$ cat src/rtl/bcd_seg_display.sv
// Two-digit BCD result display: captures a BCD byte and time-multiplexes
// it onto a common-anode 7-segment pair. Option: LEADING_ZERO_BLANK_EN.
module bcd_seg_display #(
   parameter int REFRESH_DIV = 100000
) (
   input  logic       clk,
   input  logic       rst,
   input  logic [7:0] result_in,
   input  logic       load,
   output logic [7:0] an,
   output logic [6:0] seg,
   output logic       dp
);

   localparam int CW = $clog2(REFRESH_DIV);
   localparam logic [CW-1:0] CNT_MAX = CW'(REFRESH_DIV - 1);

   logic [CW-1:0] cnt_q;
   logic          dig_q;
   logic [7:0]    hold_q;
   logic          valid_q;
   logic [3:0]    nib;
   logic [7:0]    an_d;
   logic [6:0]    seg_d;

   function automatic logic [6:0] decode(input logic [3:0] n);
      logic [6:0] s;
      case (n)
         4'd0:    s = 7'b1000000;
         4'd1:    s = 7'b1111001;
         4'd2:    s = 7'b0100100;
         4'd3:    s = 7'b0110000;
         4'd4:    s = 7'b0011001;
         4'd5:    s = 7'b0010010;
         4'd6:    s = 7'b0000010;
         4'd7:    s = 7'b1111000;
         4'd8:    s = 7'b0000000;
         4'd9:    s = 7'b0010000;
         default: s = 7'b0111111;
      endcase
      return s;
   endfunction

   always_comb begin
      nib   = dig_q ? hold_q[7:4] : hold_q[3:0];
      an_d  = dig_q ? 8'hFD : 8'hFE;
      seg_d = decode(nib);
`ifdef LEADING_ZERO_BLANK_EN
      if (dig_q && hold_q[7:4] == 4'h0) begin
         an_d  = 8'hFF;
         seg_d = 7'h7F;
      end
`endif
      if (!valid_q) begin
         an_d  = 8'hFF;
         seg_d = 7'h7F;
      end
   end

   // Outputs are registered from the current scan state: one-cycle latency.
   always_ff @(posedge clk) begin
      if (rst) begin
         cnt_q   <= '0;
         dig_q   <= 1'b0;
         hold_q  <= 8'h00;
         valid_q <= 1'b0;
         an      <= 8'hFF;
         seg     <= 7'h7F;
         dp      <= 1'b1;
      end else begin
         if (cnt_q == CNT_MAX) begin
            cnt_q <= '0;
            dig_q <= ~dig_q;
         end else begin
            cnt_q <= cnt_q + 1'b1;
         end
         if (load) begin
            hold_q  <= result_in;
            valid_q <= 1'b1;
         end
         an  <= an_d;
         seg <= seg_d;
         dp  <= 1'b1;
      end
   end

endmodule

$ cat config.mk
export PLATFORM = sky130hd
export DESIGN_NAME = bcd_seg_display
export DESIGN_NICKNAME = d
export VERILOG_FILES = /design/src/rtl/bcd_seg_display.sv
export SDC_FILE = /design/constraint.sdc
export NUM_CORES = 1
export LEC_CHECK = 0
export BUFFER_PORTS_ARGS = -buffer_cell sky130_fd_sc_hd__buf_2
export CAP_MARGIN = 5
export CORE_UTILIZATION = 55
export DETAILED_ROUTE_END_ITERATION = 10
export PLACE_DENSITY = 0.86
export REMOVE_ABC_BUFFERS = 1
export SYNTH_ARGS = -nofsm -noshare
export SYNTH_HDL_FRONTEND = slang
export SYNTH_SLANG_ARGS = --single-unit
$ cat constraint.sdc
create_clock -name clk -period 5.2 [get_ports clk]
set_input_delay 0.26 -clock clk [delete_from_list [all_inputs] [get_ports clk]]
set_output_delay 0.26 -clock clk [all_outputs]
set_load 0.02 [all_outputs]
### Word level (Yosys, flattened, before mapping)

Memory sizes are Yosys's and may differ from the RTL's. A register that Yosys moved wholly into a read port is not among the register bits.
Index checks and enable logic that the tools add are counted.

* logic and storage cells: 14
* register bits: 35
* memories: 1
* ROM bits: 112
* latch bits: 0
* output and inout bits: 16
* RAM bits: 0

* shift operators: 0
* bitwise operators: 2
* reductions and logical operators: 2
* $lt $le $gt $ge: 0
* mux-type cells: 2
* $mul: 0
* $add $sub $neg: 1
* divide/modulo/power cells: 0
* equal/unequal tests: 1

Memories
* (no name shown): depth 16, width 7, rd ports 1, clocked after memory_dff 1, write ports 0, RTL line 28 `case (n)`

Operator list (number)
* $add A17 B1 Y17 const B: 1
* $eq A17 B17 Y1 const B: 1
* $mux W4: 1
* $reduce_or A2 Y1: 2
* $mux W2: 1
* $not A1 Y1: 2

### Longest topological paths before layout

* depth after elaboration: 2
* depth in mapped cells: 8
* mapped depth without buffers: 7

### Worst setup path after synthesis

Ideal clock, no wire load.

* kind: flip-flop to flip-flop
* from: reg cnt_q[0]
* to: reg cnt_q[10]
* data required time: 5072 ps
* setup time: 128 ps
* arrival: 1536 ps
* setup slack: 3536 ps
* cell stages (with the launch flop): 7
* cell sequence: dfxtp_1 -> ha_1 -> and4_1 -> nand2_1 -> o21bai_1 -> clkbuf_1 -> nor2_1

* cells in the longest elaborated chain, start to end: 2
* elaborated cells between the ends (all ways): 3
* classes of those cells: add/sub: 1; eq/ne: 1; reduce/logical: 1

RTL lines
* from (decl): RTL line 18 `logic [CW-1:0] cnt_q;`
* from (signal assigned): RTL line 75 `cnt_q <= cnt_q + 1'b1;`
* branches (longest 2 deep; another with $add A17 B1 Y17)

Several ways; the timed one is not identified.
A chain may end at the register's enable or synchronous reset.

### Final worst setup path

* from: reg cnt_q[0]
* to: reg cnt_q[14]

The elaborated chain is that of the path after synthesis.

==> impl_metrics.csv <==
group,metric,value,unit
synthesis,synth_edf_count,0,
clocking,cts_buffers,5,
sta,grt_setup_unrepaired,"false",
layout,num-fill-cells,244,
clocking,post_cts.repair.setup_buffers,0,
clocking,cts_hold_buf,0,
worst_setup_path,criticalPathCategory,"reg2reg",
sta,setup_tns,0,ns
routing,dr_total_vias,1217,
routing,viasPerCell,5.38,
floorplanning,initial_utilization,57.7,%
layout,final_cell_mix,"dfxtp_1, nor2_1, buf_2",
flow_run,drv_cap,0,
routing,wirelength,2.68,mm
sta,slew_violations,0,
pwr,clkPwrFrac,31.3,%
placed_design,gp_congestion,0.786,
worst_setup_path,cp.arrival,2.26,ns
synthesis,synth-seq-cells,36,
worst_setup_path,required,5.39,ns
clocking,cts_tree,"yes",
pwr,p_per_area,282,nW/um2
sta,worstMarginPinSlew,1.05,ns
pwr,power.total,0.000491,W
clocking,clkLatencyLatePin,0.34,ns
sta,worst_clock_skew,0.00529,ns
synthesis,synth_warnings,0,
floorplanning,fp.dieW,55.8,um
layout,final_util,63.1,%
sta,setup_viol,0,
layout,fin_area,1740,um2
worst_setup_path,r2r_cells,5,
synthesis,synthArstFlopShare,0,%
placed_design,numPortBuffers,19,
synthesis,synth_ff_type,"dfxtp_1",
clocking,cts_resized,0,
placed_design,hpwlAfterDp,1.93,mm
clocking,root_buffer,"clkbuf_4",
grt,grt_use_total,19.8,%
synthesis,synthCells,173,
routing,post_drt_wl_per_cell,11.8,um
pwr,switchingPower,0.000122,W
grt,grt_pass1_vias,1098,
pwr,ir_drop,0.000238,V
worst_setup_path,start_kind,"register",
sta,hold_viol_final,0,
floorplanning,die_h,55.8,um
placed_design,dpl_cell_area,1680,um2
routing,final_antenna_net_count,0,
synthesis,syn_area_per_cell,9.20,um2
layout,antenna_cells,0,
synthesis,yosysUniqueCellTypes,33,
layout,fin_nets,211,
outcome,status,"finished, final reports clean",
worst_setup_path,endpoint_kind,"register",
layout,final_common_cell,"dfxtp_1",
routing,drc_errors,0,
pwr,power_frac_comb,9.6,%
sta,relSlewSlack,29.9,%
routing,drt-initial-drc-count,15,
grt,grt_pass1_wl,4.75,mm
clocking,clock_path_buffers,2,
clocking,numClockSinks,36,
grt,grt_max_degree,16,
sta,fmax,484,MHz
hold_path,hp-class,"in2reg",
pwr,swShare,24.8,%
floorplanning,dieArea,3110,um2
floorplanning,row_count,19,
grt,antenna_found_initial,0,
sta,fin_crit,2.07,ns
pwr,intPower,0.000369,W
clocking,htree_num_levels,2,
grt,grt_overflow,0,
synthesis,ys_seq_area_share,45.3,%
clocking,path_clk_slew,0.10,ns
pwr,power_frac_seq,59.2,%
sta,holdWs,0.149,ns
floorplanning,pin_count,27,
worst_setup_path,crit_chain,"ha_1 > and4_1 > nand2_1 > o21bai_1 > nor2_1",
worst_setup_path,slowest_delay,0.84,ns
layout,drive_above_1_share,14.4,%
floorplanning,core,2760,um2
pwr,power_leakage,0.703,nW
worst_setup_path,critPathMaxFanout,15,
sta,timing.final.crit_share,39.8,%
worst_setup_path,cp_slowest_cell,"o21bai_1",
synthesis,netlist_area,1590,um2
routing,dr.pass1.iters,4,
hold_path,min_path_cells,3,
layout,area_delta_synth_final,9.28,%
==> layout make-up <==
| type | instances | area (um2) | area share, % |
|---|---|---|---|
| clock buffer | 8 | 58.8 | 3.38 |
| inverter | 7 | 26.3 | 1.51 |
| multi-input combinational | 125 | 800 | 46.0 |
| sequential | 36 | 721 | 41.4 |
| tap | 31 | 38.8 | 2.23 |
| timing repair buffer | 19 | 95.1 | 5.47 |
==> power by group through the flow <==
stage,Sequential [W],Clock [W],Combinational (W)
finish,0.000290,0.000153,0.0000469
detailed placement,0.000297,0,0.0000466
global route,0.000291,0.000170,0.0000527
global placement,0.000296,0,0.0000445
floorplan,0.000300,0,0.0000272
CTS,0.000290,0.000157,0.0000468
==> worst max-delay path, delay by kind of cell (launching register included) <==
kind,cells,cell delay [ns]
AO/OA/AOI/OAI,1,0.84
AND/OR/NAND/NOR,3,0.46
flip-flops,1,0.38
adder cells (fa/ha/maj),1,0.24
==> layer usage <==
layer  vias to the layer above  GRT usage, %  wire length (um)
met5                         -             0                 0
met2                        29          31.0              1230
met3                        10          6.51               127
li1                        614             -                 -
met1                       564          24.3              1240
met4                         0          10.4                76
==> state kept, by name, indices dropped and copies added (netlist names) <==
signal	count
valid_q	1
cnt_q	17
hold_q	8
dig_q	1
an	2
seg	7
==> cells by family (layout without fill, tap and decap cells) <==
group                    after synthesis  count (layout)  synth area share [%]
adder cells (fa/ha/maj)                6               6                  4.72
multiplexers                          14              14                  8.88
other                                  1               7                 0.236
flip-flops                            36              36                  45.3
AND/OR/NAND/NOR                       68              68                  21.6
AO/OA/AOI/OAI                         16              16                  5.66
XOR/XNOR                              14              14                  7.70
buffers and inverters                 18              34                  5.90
==> worst paths after layout <==
kind / slack [ns] / from / to
worst max-delay path: 3.13 / cnt_q[0] / cnt_q[14]
worst min-delay path: 0.15 / result_in[1] / hold_q[1]
worst max register to register: 3.13 / cnt_q[0] / cnt_q[14]
worst min register to register: 0.47 / cnt_q[0] / cnt_q[0]
==> Yosys cell counts (all sizes together) (3+ instances only) <==
cell type / count / area share [%]
clkbuf: 4 / 0.94
nand4: 5 / 2.9
nand3: 6 / 2.2
nor4: 4 / 1.6
nor3: 5 / 1.6
a21oi: 3 / 0.94
ha: 6 / 4.7
o21ai: 9 / 2.8
xnor2: 10 / 5.5
nor2: 30 / 7.1
dfxtp: 36 / 45
inv: 7 / 1.7
buf: 7 / 3.3
xor2: 4 / 2.2
mux2i: 13 / 8.2
nand2: 9 / 2.1
==> per-stage QoR <==
stage / instances / setup slack (ns)
after floorplan: 168 / 3.50
after global placement: 218 / 3.26
after detailed placement: 218 / 3.12
after CTS: 226 / 3.12
after global routing: 226 / 2.92
final: 226 / 3.13
Note: power is estimated with default switching activity, not from simulation.
